**src/rtl/mc_controller_hs_if.sv**
```systemverilog
// Handshake bundle between the multicycle control FSM and its datapath/IR/memory.
// The master side is the controller; the slave side is the datapath that owns IR and memory.
interface mc_controller_hs_if #(
  parameter int CNT_W = 32
);
  logic [5:0]       opcode;
  logic [5:0]       funct;
  logic             mem_ready;

  logic             pc_write;
  logic             pc_write_cond;
  logic             iord;
  logic             mem_read;
  logic             mem_write;
  logic             ir_write;
  logic             mem_to_reg;
  logic             reg_write;
  logic             ext_op;
  logic             lui_op;
  logic             pc_or_data;
  logic [1:0]       reg_dst;
  logic [1:0]       alu_src_a;
  logic [1:0]       alu_src_b;
  logic [1:0]       pc_source;
  logic [3:0]       alu_op;
  logic [3:0]       state;
  logic             trap;
  logic             mem_timeout_err;
  logic [CNT_W-1:0] retired;

  modport master (
    input  opcode, funct, mem_ready,
    output pc_write, pc_write_cond, iord, mem_read, mem_write, ir_write, mem_to_reg,
           reg_write, ext_op, lui_op, pc_or_data, reg_dst, alu_src_a, alu_src_b,
           pc_source, alu_op, state, trap, mem_timeout_err, retired
  );

  modport slave (
    output opcode, funct, mem_ready,
    input  pc_write, pc_write_cond, iord, mem_read, mem_write, ir_write, mem_to_reg,
           reg_write, ext_op, lui_op, pc_or_data, reg_dst, alu_src_a, alu_src_b,
           pc_source, alu_op, state, trap, mem_timeout_err, retired
  );
endinterface

```
**src/rtl/mc_controller_hs.sv**
```systemverilog
// Multicycle CPU control FSM: memory-ready handshake, wait timeout trap, illegal-op trap
// and a retired-instruction counter.
module mc_controller_hs #(
  parameter int MEM_TIMEOUT     = 15,
  parameter bit TRAP_ON_ILLEGAL = 1'b1,
  parameter int CNT_W           = 32
) (
  input  logic                clk,
  input  logic                reset,
  mc_controller_hs_if.master  bus
);

  typedef enum logic [3:0] {
    S_IF     = 4'd0,
    S_ID     = 4'd1,
    S_EX     = 4'd2,
    S_MEM_RD = 4'd3,
    S_WB_MEM = 4'd4,
    S_MEM_WR = 4'd5,
    S_WB_ALU = 4'd6,
    S_JR     = 4'd7,
    S_TRAP   = 4'd8
  } state_t;

  typedef enum logic [3:0] {
    C_RALU, C_JR, C_JALR, C_LW, C_SW, C_BEQ, C_J, C_JAL, C_IALU, C_ILLEGAL
  } op_class_t;

  typedef struct packed {
    logic       pc_write;
    logic       pc_write_cond;
    logic       iord;
    logic       mem_read;
    logic       mem_write;
    logic       ir_write;
    logic       mem_to_reg;
    logic       reg_write;
    logic       ext_op;
    logic       lui_op;
    logic       pc_or_data;
    logic [1:0] reg_dst;
    logic [1:0] alu_src_a;
    logic [1:0] alu_src_b;
    logic [1:0] pc_source;
    logic [3:0] alu_op;
    logic       trap;
  } ctrl_t;

  // The wait counter only needs to reach MEM_TIMEOUT-1.
  localparam int WAIT_W = (MEM_TIMEOUT > 1) ? $clog2(MEM_TIMEOUT) : 1;
  localparam logic [WAIT_W-1:0] WAIT_LAST = WAIT_W'((MEM_TIMEOUT > 0) ? MEM_TIMEOUT - 1 : 0);

  state_t           state;
  state_t           state_next;
  op_class_t        op_class;
  logic [WAIT_W-1:0] wait_cnt;
  logic             mem_state;
  logic             timeout_hit;
  logic             retire;
  logic [CNT_W-1:0] retired_q;
  logic             err_q;
  ctrl_t            ctl;

  always_comb begin
    op_class = C_ILLEGAL;
    case (bus.opcode)
      6'h00: begin
        if (bus.funct == 6'h08)      op_class = C_JR;
        else if (bus.funct == 6'h09) op_class = C_JALR;
        else                         op_class = C_RALU;
      end
      6'h23: op_class = C_LW;
      6'h2b: op_class = C_SW;
      6'h04: op_class = C_BEQ;
      6'h02: op_class = C_J;
      6'h03: op_class = C_JAL;
      6'h0f, 6'h08, 6'h09, 6'h0c, 6'h0a, 6'h0b: op_class = C_IALU;
      default: op_class = C_ILLEGAL;
    endcase
  end

  assign mem_state = (state == S_IF) || (state == S_MEM_RD) || (state == S_MEM_WR);

  // NOTE: every variable written in a combinational block gets a default first, so no
  // path leaves it unassigned and no latch is inferred.
  always_comb begin
    state_next  = state;
    timeout_hit = 1'b0;
    if (mem_state && !bus.mem_ready) begin
      // A stalled access holds its state; ready on the last allowed cycle wins over timeout.
      if ((MEM_TIMEOUT > 0) && (wait_cnt == WAIT_LAST)) begin
        state_next  = S_TRAP;
        timeout_hit = 1'b1;
      end
    end else begin
      case (state)
        S_IF:     state_next = S_ID;
        S_ID: begin
          if (op_class != C_ILLEGAL) state_next = S_EX;
          else if (TRAP_ON_ILLEGAL)  state_next = S_TRAP;
          else                       state_next = S_IF;
        end
        S_EX: begin
          case (op_class)
            C_LW:           state_next = S_MEM_RD;
            C_SW:           state_next = S_MEM_WR;
            C_RALU, C_IALU: state_next = S_WB_ALU;
            C_JR, C_JALR:   state_next = S_JR;
            default:        state_next = S_IF;
          endcase
        end
        S_MEM_RD: state_next = S_WB_MEM;
        S_MEM_WR, S_WB_MEM, S_WB_ALU, S_JR: state_next = S_IF;
        default:  state_next = state;
      endcase
    end
  end

  assign retire = (state_next == S_IF) && (state != S_IF) && (state != S_TRAP);

  // NOTE: sequential state uses non-blocking assignments so every register samples
  // pre-edge values regardless of statement order.
  always_ff @(posedge clk or posedge reset) begin
    if (reset) begin
      state     <= S_IF;
      wait_cnt  <= '0;
      retired_q <= '0;
      err_q     <= 1'b0;
    end else begin
      state <= state_next;
      if (state_next != state)
        wait_cnt <= '0;
      else if (mem_state && !bus.mem_ready)
        wait_cnt <= wait_cnt + WAIT_W'(1);
      if (retire)
        retired_q <= retired_q + CNT_W'(1);
      if (timeout_hit)
        err_q <= 1'b1;
    end
  end

  // Outputs are forced to zero while reset is held, even though state already reads IF.
  always_comb begin
    ctl = '0;
    if (!reset) begin
      ctl.ext_op    = (bus.opcode != 6'h0c);
      ctl.lui_op    = (bus.opcode == 6'h0f);
      ctl.alu_op[3] = bus.opcode[0];
      if (state != S_IF && state != S_ID) begin
        case (bus.opcode)
          6'h00:        ctl.alu_op[2:0] = 3'b010;
          6'h04:        ctl.alu_op[2:0] = 3'b001;
          6'h0c:        ctl.alu_op[2:0] = 3'b100;
          6'h0a, 6'h0b: ctl.alu_op[2:0] = 3'b101;
          default:      ctl.alu_op[2:0] = 3'b000;
        endcase
      end
      case (state)
        S_IF: begin
          ctl.mem_read  = 1'b1;
          ctl.alu_src_b = 2'b01;
          ctl.ir_write  = bus.mem_ready;
          ctl.pc_write  = bus.mem_ready;
        end
        S_ID: ctl.alu_src_b = 2'b11;
        S_EX: begin
          case (op_class)
            C_LW, C_SW, C_IALU: begin
              ctl.alu_src_a = 2'b01;
              ctl.alu_src_b = 2'b10;
            end
            C_BEQ: begin
              ctl.alu_src_a     = 2'b01;
              ctl.pc_write_cond = 1'b1;
              ctl.pc_source     = 2'b01;
            end
            C_J: begin
              ctl.pc_write  = 1'b1;
              ctl.pc_source = 2'b11;
            end
            C_JAL: begin
              ctl.pc_write   = 1'b1;
              ctl.pc_source  = 2'b11;
              ctl.reg_write  = 1'b1;
              ctl.reg_dst    = 2'b10;
              ctl.pc_or_data = 1'b1;
            end
            C_RALU, C_JR, C_JALR: begin
              // Shifts take the shamt path on ALU input A.
              ctl.alu_src_a = (bus.funct == 6'h00 || bus.funct == 6'h02 || bus.funct == 6'h03)
                              ? 2'b10 : 2'b01;
            end
            default: ;
          endcase
        end
        S_MEM_RD: begin
          ctl.mem_read  = 1'b1;
          ctl.iord      = 1'b1;
          ctl.alu_src_a = 2'b01;
          ctl.alu_src_b = 2'b10;
        end
        S_WB_MEM: begin
          ctl.reg_write  = 1'b1;
          ctl.mem_to_reg = 1'b1;
        end
        S_MEM_WR: begin
          ctl.mem_write = 1'b1;
          ctl.iord      = 1'b1;
          ctl.alu_src_a = 2'b01;
          ctl.alu_src_b = 2'b10;
        end
        S_WB_ALU: begin
          ctl.reg_write = 1'b1;
          ctl.reg_dst   = (bus.opcode == 6'h00) ? 2'b01 : 2'b00;
        end
        S_JR: begin
          ctl.pc_write  = 1'b1;
          ctl.pc_source = 2'b01;
          if (op_class == C_JALR) begin
            ctl.reg_write  = 1'b1;
            ctl.reg_dst    = 2'b01;
            ctl.pc_or_data = 1'b1;
          end
        end
        S_TRAP:  ctl.trap = 1'b1;
        default: ;
      endcase
    end
  end

  assign bus.pc_write        = ctl.pc_write;
  assign bus.pc_write_cond   = ctl.pc_write_cond;
  assign bus.iord            = ctl.iord;
  assign bus.mem_read        = ctl.mem_read;
  assign bus.mem_write       = ctl.mem_write;
  assign bus.ir_write        = ctl.ir_write;
  assign bus.mem_to_reg      = ctl.mem_to_reg;
  assign bus.reg_write       = ctl.reg_write;
  assign bus.ext_op          = ctl.ext_op;
  assign bus.lui_op          = ctl.lui_op;
  assign bus.pc_or_data      = ctl.pc_or_data;
  assign bus.reg_dst         = ctl.reg_dst;
  assign bus.alu_src_a       = ctl.alu_src_a;
  assign bus.alu_src_b       = ctl.alu_src_b;
  assign bus.pc_source       = ctl.pc_source;
  assign bus.alu_op          = ctl.alu_op;
  assign bus.trap            = ctl.trap;
  assign bus.state           = state;
  assign bus.mem_timeout_err = err_q;
  assign bus.retired         = retired_q;

endmodule
```
**src/flat_wrapper.sv**
```systemverilog
// flat-port wrapper written by rule: the top's interface ports become plain ports
module mc_controller_hs_flat 
#(
  parameter int MEM_TIMEOUT     = 15,
  parameter bit TRAP_ON_ILLEGAL = 1'b1,
  parameter int CNT_W           = 32
)
  (clk, reset, bus_opcode, bus_funct, bus_mem_ready, bus_pc_write, bus_pc_write_cond, bus_iord, bus_mem_read, bus_mem_write, bus_ir_write, bus_mem_to_reg, bus_reg_write, bus_ext_op, bus_lui_op, bus_pc_or_data, bus_reg_dst, bus_alu_src_a, bus_alu_src_b, bus_pc_source, bus_alu_op, bus_state, bus_trap, bus_mem_timeout_err, bus_retired);
  mc_controller_hs_if #(.CNT_W(CNT_W)) bus_i ();
  input  logic clk;
  input  logic reset;
  input wire logic [$bits(bus_i.opcode)-1:0] bus_opcode;
  input wire logic [$bits(bus_i.funct)-1:0] bus_funct;
  input wire logic [$bits(bus_i.mem_ready)-1:0] bus_mem_ready;
  output wire logic [$bits(bus_i.pc_write)-1:0] bus_pc_write;
  output wire logic [$bits(bus_i.pc_write_cond)-1:0] bus_pc_write_cond;
  output wire logic [$bits(bus_i.iord)-1:0] bus_iord;
  output wire logic [$bits(bus_i.mem_read)-1:0] bus_mem_read;
  output wire logic [$bits(bus_i.mem_write)-1:0] bus_mem_write;
  output wire logic [$bits(bus_i.ir_write)-1:0] bus_ir_write;
  output wire logic [$bits(bus_i.mem_to_reg)-1:0] bus_mem_to_reg;
  output wire logic [$bits(bus_i.reg_write)-1:0] bus_reg_write;
  output wire logic [$bits(bus_i.ext_op)-1:0] bus_ext_op;
  output wire logic [$bits(bus_i.lui_op)-1:0] bus_lui_op;
  output wire logic [$bits(bus_i.pc_or_data)-1:0] bus_pc_or_data;
  output wire logic [$bits(bus_i.reg_dst)-1:0] bus_reg_dst;
  output wire logic [$bits(bus_i.alu_src_a)-1:0] bus_alu_src_a;
  output wire logic [$bits(bus_i.alu_src_b)-1:0] bus_alu_src_b;
  output wire logic [$bits(bus_i.pc_source)-1:0] bus_pc_source;
  output wire logic [$bits(bus_i.alu_op)-1:0] bus_alu_op;
  output wire logic [$bits(bus_i.state)-1:0] bus_state;
  output wire logic [$bits(bus_i.trap)-1:0] bus_trap;
  output wire logic [$bits(bus_i.mem_timeout_err)-1:0] bus_mem_timeout_err;
  output wire logic [$bits(bus_i.retired)-1:0] bus_retired;
  assign bus_i.opcode = bus_opcode;
  assign bus_i.funct = bus_funct;
  assign bus_i.mem_ready = bus_mem_ready;
  assign bus_pc_write = bus_i.pc_write;
  assign bus_pc_write_cond = bus_i.pc_write_cond;
  assign bus_iord = bus_i.iord;
  assign bus_mem_read = bus_i.mem_read;
  assign bus_mem_write = bus_i.mem_write;
  assign bus_ir_write = bus_i.ir_write;
  assign bus_mem_to_reg = bus_i.mem_to_reg;
  assign bus_reg_write = bus_i.reg_write;
  assign bus_ext_op = bus_i.ext_op;
  assign bus_lui_op = bus_i.lui_op;
  assign bus_pc_or_data = bus_i.pc_or_data;
  assign bus_reg_dst = bus_i.reg_dst;
  assign bus_alu_src_a = bus_i.alu_src_a;
  assign bus_alu_src_b = bus_i.alu_src_b;
  assign bus_pc_source = bus_i.pc_source;
  assign bus_alu_op = bus_i.alu_op;
  assign bus_state = bus_i.state;
  assign bus_trap = bus_i.trap;
  assign bus_mem_timeout_err = bus_i.mem_timeout_err;
  assign bus_retired = bus_i.retired;
  mc_controller_hs #(.MEM_TIMEOUT(MEM_TIMEOUT), .TRAP_ON_ILLEGAL(TRAP_ON_ILLEGAL), .CNT_W(CNT_W)) u_core (.clk(clk), .reset(reset), .bus(bus_i));
endmodule
```
**config.mk**
```make
export PLATFORM = sky130hd
export DESIGN_NAME = mc_controller_hs_flat
export DESIGN_NICKNAME = d
export VERILOG_FILES = /design/src/rtl/mc_controller_hs_if.sv /design/src/rtl/mc_controller_hs.sv /design/src/flat_wrapper.sv
export SDC_FILE = /design/constraint.sdc
export NUM_CORES = 1
export LEC_CHECK = 0
export BUFFER_PORTS_ARGS = -buffer_cell sky130_fd_sc_hd__buf_2
export CAP_MARGIN = 15
export CORE_ASPECT_RATIO = 0.75
export CORE_UTILIZATION = 53
export DETAILED_ROUTE_END_ITERATION = 10
export GPL_TIMING_DRIVEN = 0
export PLACE_DENSITY = 0.85
export SETUP_SLACK_MARGIN = 0.02
export SLEW_MARGIN = 15
export SYNTH_ARGS = -nofsm -noshare
export SYNTH_HDL_FRONTEND = slang
export SYNTH_SLANG_ARGS = --single-unit
```
**constraint.sdc**
```tcl
create_clock -name clk -period 2.94 [get_ports clk]
set_input_delay 0.588 -clock clk [delete_from_list [all_inputs] [get_ports clk]]
set_output_delay 0.588 -clock clk [all_outputs]
set_load 0.01 [all_outputs]
```
==> results.cfg, run 1 <==
[run_status]
status = complete, but fails checks
violations = DRC

[power_and_ir_drop]
leakagePower_uw = 0.00166
total_power_uw = 1840
power_density_nw_per_um2 = 559
peakVddDrop_uv = 411

[die]
die_y_um = 63.8
io-pin-count = 76
start_util_pct = 55.0
coreArea_sq_um = 4900
rows = 22
dieWidth_um = 84.3
die_area_sq_um = 5380

[drt]
antenna_left = 0
routed_via_density = 5.91
dr.pass1.iters = 8
drc = 5
avgRoutedWirePerCell_um = 15.9
drtIter0Drc = 190
wirelength_um = 6790
vias = 2529

[yosys]
syn_area_sq_um = 2700
synth-main-ff-cell = dfrtp_1
syn_inst = 283
ys_ff_latch = 41
synth_nets = 301
syn_avg_cell_area_sq_um = 9.52
synthArstFlopShare_pct = 100
yosysWarnings = 0
synth-seq-area-share_pct = 38.1
synthDistinctLibCells = 57
synth_edf_count = 0

[cells_and_area]
drive_above_1_share_pct = 33.2
antenna_cells = 0
final_common_cell = buf_2
areaGrowthSynthToFinish_pct = 22.1
layout_common_cells = 80 x buf_2, 41 x dfrtp_1, 29 x xnor2_1, 22 x nand4_1, 15 x and3_1
nets = 385
fin_area_sq_um = 3290

[timing]
slew_headroom_pct = 60.1
hold_viol_final = 0
period_share_pct = 94.9
tightestPinTransition_ps = 593
fmax_ghz = 0.359
drv_slew = 0
rsz0062_at_grt = false
min_period_ps = 2790
fin_skew_ps = 9.24
setup_viol = 0

[placed_design]
numPortBuffers = 73
placed_cell_area_sq_um = 3160
dp_hpwl_um = 5110
gp_congestion = 0.857

[setup_path]
crit_arrival_ps = 2200
r2r_cells = 8
cp-start-kind = input port
crit_fanout = 10
critical_path.max_stage_delay_ps = 260
crit_start = bus_opcode[5]
r2r-start = u_core.bus.state[2]
critPathKind = input port to output port
cp_slowest_cell = or2_2
reg2reg_to = u_core.bus.retired[1]
crit_chain = buf_2, buf_2, nand3_1, o21ai_0, a22o_1, nor2b_1, a21boi_1, a41o_1, or2_2, buf_2
worstSetupEndpointType = output port
ff2ff_setup_slack_ps = 220
worst-endpoint-required_ps = 2350
crit_path_frequent_cell = buf_2
cp-endpoint = bus_pc_source[0]

[grt]
grt_pass1_wl_um = 11200
antenna_found_initial = 0
grt_max_degree = 29
grt_pass1_vias = 2341
grt_usage_pct = 26.1
grt-ovfl-total = 0

[clock_tree]
clock_sinks = 41
cts.path.max_buffers = 2
worstSkewPairLatency_ps = 290
numCtsBuffers = 5
clk_pin_slew_ps = 70
cts_tree = done
cts_root_buf = clkbuf_8
htreeDepth = 2

[run]
maxCapViolations = 0

[min_path]
whs_path_depth = 1
hold_path.class = register to register
[kinds of logic after synthesis]
group | share of synthesized area, %
xor+xnor | 12.0
mux | 0.418
buf+inv | 5.43
fa+ha+maj | 1.39
flops | 38.1
simple gates | 31.8
compound gates | 10.9
[cell usage after synthesis (3+ instances only)]
cell,instances,area (sq um)
a21oi_1,8,40.0
nor3_1,14,70.1
nor4_1,5,31.3
buf_2,6,30.0
xor2_1,6,52.6
dfrtp_1,41,1030
nand4_1,22,138
nand2_1,13,48.8
buf_6,4,45.0
o21ai_0,3,15.0
inv_1,8,30.0
nor2_1,14,52.6
or2_2,3,18.8
nor2b_1,6,37.5
nand2b_1,8,50.1
nand3_1,12,60.1
or3_1,3,18.8
and3_1,15,93.8
clkbuf_1,6,22.5
nand3_2,6,60.1
and2_1,7,43.8
xnor2_1,29,254
ha_1,3,37.5
[report_power, final]
group          leakage (uW)  internal (uW)  switching [uW]
sequential         0.000558            624            56.5
combinational       0.00105            299             510
clock             0.0000450            164             186
total               0.00166           1090             752
[worst max-delay path, delay by kind of cell]
family,cells,cell delay [ps]
buffers and inverters,3,460
AOI/OAI and AO/OA,4,650
and+or+nand+nor,3,500
[cell type report]
class | count | area (sq um)
buffer | 19 | 118
clock buffer | 6 | 72.6
clock inverter | 2 | 10.0
fill | 407 | 1610
inverter | 8 | 30.0
multi-input combinational | 215 | 1550
sequential | 41 | 1030
tap | 60 | 75.1
timing repair buffer | 77 | 408
[metrics by stage]
step / TNS, ps / worst slack [ps] / instances / util [%] / hold slack (ps)
after floorplan: 0 / 127 / 283 / - / 504
after global placement: -2260 / -284 / 416 / 64.0 / 454
after detailed placement: -3440 / -177 / 417 / 64.4 / 453
after CTS: 0 / 64.1 / 426 / 66.4 / 478
after global routing: 0 / 46.5 / 428 / 67.1 / 515
final: 0 / 151 / 428 / 67.1 / 474
[state kept, by name, summed over array words and instances (netlist names)]
register and count:
u_core.wait_cnt 4, u_core.bus.state 4, u_core.bus.mem_timeout_err 1, u_core.bus.retired 32
[what timing repair did]
action / in CTS / in global routing
hold buffers: 0 / 0
gates resized for setup: 1 / 8
pin swaps: 1 / 1
setup buffers: 1 / 2
endpoints found under the setup margin: 2 / 6
[per-layer routing]
metal	vias up	track usage [%]	share of wire, %
li1	1191	-	-
met1	1219	38.0	47
met2	99	39.2	45
met3	20	5.43	6.2
met4	0	8.26	2.1
met5	-	0	0
[how the worst min path moves through the flow]
| stage | start | to |
|---|---|---|
| 6_report | u_core.bus.mem_timeout_err | u_core.bus.mem_timeout_err |
| 5_1_grt | u_core.bus.retired[25] | u_core.bus.retired[25] |
| 4_1_cts | u_core.bus.mem_timeout_err | u_core.bus.mem_timeout_err |
| 3_5_place_dp | u_core.bus.mem_timeout_err | u_core.bus.mem_timeout_err |
| 3_3_place_gp | u_core.bus.retired[31] | u_core.bus.retired[31] |
| 2_1_floorplan | u_core.bus.retired[31] | u_core.bus.retired[31] |
No activity file was read; power rests on OpenSTA's default activity.
==> inputs of run 2 (changes only) <==
Settings changed: REMOVE_ABC_BUFFERS from default to 1, SETUP_SLACK_MARGIN 0.02 to default.
==> run 2 against run 1 <==
Against the previous run:
- the run still ends with DRC left
- clock power rose by 34%
- global-route usage fell by 2.7 points
- count of clock-buffer cells in the layout rose by 1
- sequential share of layout area rose by 0.51 points
- critical path depth fell by 1
- sequential cell count did not move
- worst setup slack improved by 5.4 ps
- sequential power rose by 17%
- clock skew fell by 1.5 ps
- power rose by 1.8%
- critical path type unchanged
- critical endpoint unchanged
==> results.cfg, run 2 (synthesis results as in run 1) <==
[drt]
drc = 14
wirelength_um = 6000
avgRoutedWirePerCell_um = 14.5
drtIter0Drc = 181
routed_via_density = 5.73
antenna_left = 0
vias = 2374
dr.pass1.iters = 7

[cells_and_area]
multi_input_area_sq_um = 1550
drive_above_1_share_pct = 33.3
antenna_cells = 0
fill_cells = 393
nets = 371
areaGrowthSynthToFinish_pct = 20.7
ff_latch_area_sq_um = 1030
layout_common_cells = 75 x buf_2, 37 x dfrtp_1, 29 x xnor2_1, 22 x nand4_1, 15 x and3_1
final_common_cell = buf_2
fin_area_sq_um = 3250
largest_reg_flops = 32

[power_and_ir_drop]
clkPwrFrac_pct = 25.0
power_switching_uw = 717
swShare_pct = 38.3
internal_power_uw = 1160
pwr-share-comb_pct = 32.5
leakagePower_uw = 0.00162
sequentialPowerShare_pct = 42.4
power_density_nw_per_um2 = 576
peakVddDrop_uv = 388

[setup_path]
worst-endpoint-required_ps = 2350
cp_slowest_cell = nor4_4
reg2reg_to = u_core.bus.retired[10]
crit_arrival_ps = 2200
r2r-start = u_core.bus.state[2]
crit_fanout = 12
worstSetupEndpointType = output port
critPathBufInv = 2
r2r_cells = 9
path_delay_family = simple AND/OR/NAND/NOR gates
critPathKind = input port to output port
critical_path.max_stage_delay_ps = 340
cp-start-kind = input port
crit_chain = buf_2, nor4_4, nand2_2, nor4_4, nand2_1, a21boi_2, a41o_1, or2_2, buf_2
ff2ff_setup_slack_ps = 170

[clock_tree]
cts_root_buf = clkbuf_8
htreeDepth = 2
ctsHoldBuffers = 0
cts.path.max_buffers = 2
cts_tree = done
worstSkewPairLatency_ps = 290
clk_pin_slew_ps = 80
clock_sinks = 41
numCtsBuffers = 5

[die]
start_util_pct = 55.0
die_area_sq_um = 5380
dieWidth_um = 84.3
coreArea_sq_um = 4900
io-pin-count = 76
die_y_um = 63.8
rows = 22

[grt]
antenna_found_initial = 0
grt_pass1_vias = 2145
grt-ovfl-total = 0
grt_pass1_wl_um = 9990
grt_usage_pct = 23.4
grt_max_degree = 35

[timing]
fin_skew_ps = 7.76
setup_viol = 0
drv_slew = 0
slew_headroom_pct = 59.1
min_period_ps = 2780
fin_hold_ws_ps = 289
tightestPinTransition_ps = 608
period_share_pct = 94.7
hold_viol_final = 0
fmax_ghz = 0.359
rsz0062_at_grt = false

[run_status]
violations = DRC
status = complete, but fails checks

[placed_design]
numPortBuffers = 75
gp_congestion = 0.909
dp_hpwl_um = 4420
placed_cell_area_sq_um = 3070

[run]
maxCapViolations = 0

[min_path]
hold_path.class = input port to async pin
## run 2: cell types whose count changed in the layout (fill, tap and decap cells not counted), moves of 2 or more
cell | previous run | this run
dfrtp_2 | 0 | 4
clkinv_2 | 2 | 0
buf_2 | 80 | 75
dfrtp_1 | 41 | 37
clkbuf_1 | 6 | 1
buf_6 | 4 | 2
## run 2: worst register-to-register path, cell delays in order (launching register included)
cell       delay (ps)
dfrtp_2           560
or3_4             450
o32ai_4           270
and4_4            330
o22ai_2           100
a2111oi_4         310
buf_4             190
buf_6             160
nand4_1           120
xnor2_1           170
## run 2: cell type report
class / count / share of cell area, %
multi-input cells: 215 / 47.7
flip-flops and latches: 41 / 31.7
repair buffers: 82 / 13.8
clock buffers: 7 / 2.65
well taps: 60 / 2.31
clock inverters: 1 / 0.923
inverters: 8 / 0.923
## run 2: worst max-delay path by stage
| stage | slack [ps] | cells after the start | start | endpoint |
|---|---|---|---|---|
| floorplan | -400 | 7 | u_core.bus.state[2] | u_core.bus.retired[22] |
| global placement | -1090 | 8 | bus_opcode[0] | u_core.bus.retired[8] |
| detailed placement | -450 | 9 | bus_opcode[0] | u_core.bus.retired[10] |
| CTS | 60 | 9 | bus_opcode[0] | bus_pc_source[0] |
| global route | 3 | 11 | bus_opcode[0] | u_core.bus.retired[26] |
| finish | 160 | 9 | bus_opcode[0] | bus_pc_source[0] |
## run 2: what timing repair did
action	CTS	global route
setup buffers	4	0
pin swaps	2	0
gates resized for setup	5	5
setup endpoints to repair	33	21
## run 2: metal layers
layer  vias to the layer above  share of wire (%)  track usage, %
met5                         -                  0               0
met4                         0                1.2            7.42
met3                         9                7.0            5.30
met2                        88                 43            35.6
met1                      1117                 48            33.5
li1                       1160                  -               -
## run 2: power by group through the flow
| stage | clock [uW] | combinational, uW | sequential, uW |
|---|---|---|---|
| after floorplan | 0 | 379 | 787 |
| after global placement | 0 | 561 | 793 |
| after detailed placement | 0 | 590 | 797 |
| after CTS | 472 | 607 | 788 |
| after global routing | 499 | 675 | 811 |
| final | 469 | 610 | 795 |
## run 2: metrics by stage
step                setup TNS [ps]  utilization [%]  std cells  total power (uW)  setup slack, ps
detailed placement          -12080             62.7        402              1390             -454
finish                           0             66.4        414              1870              156
global placement            -31340             61.8        399              1350            -1090
CTS                              0             65.9        414              1870             64.7
global route                     0             66.4        414              1990             2.95
floorplan                   -10720                -        264              1170             -399
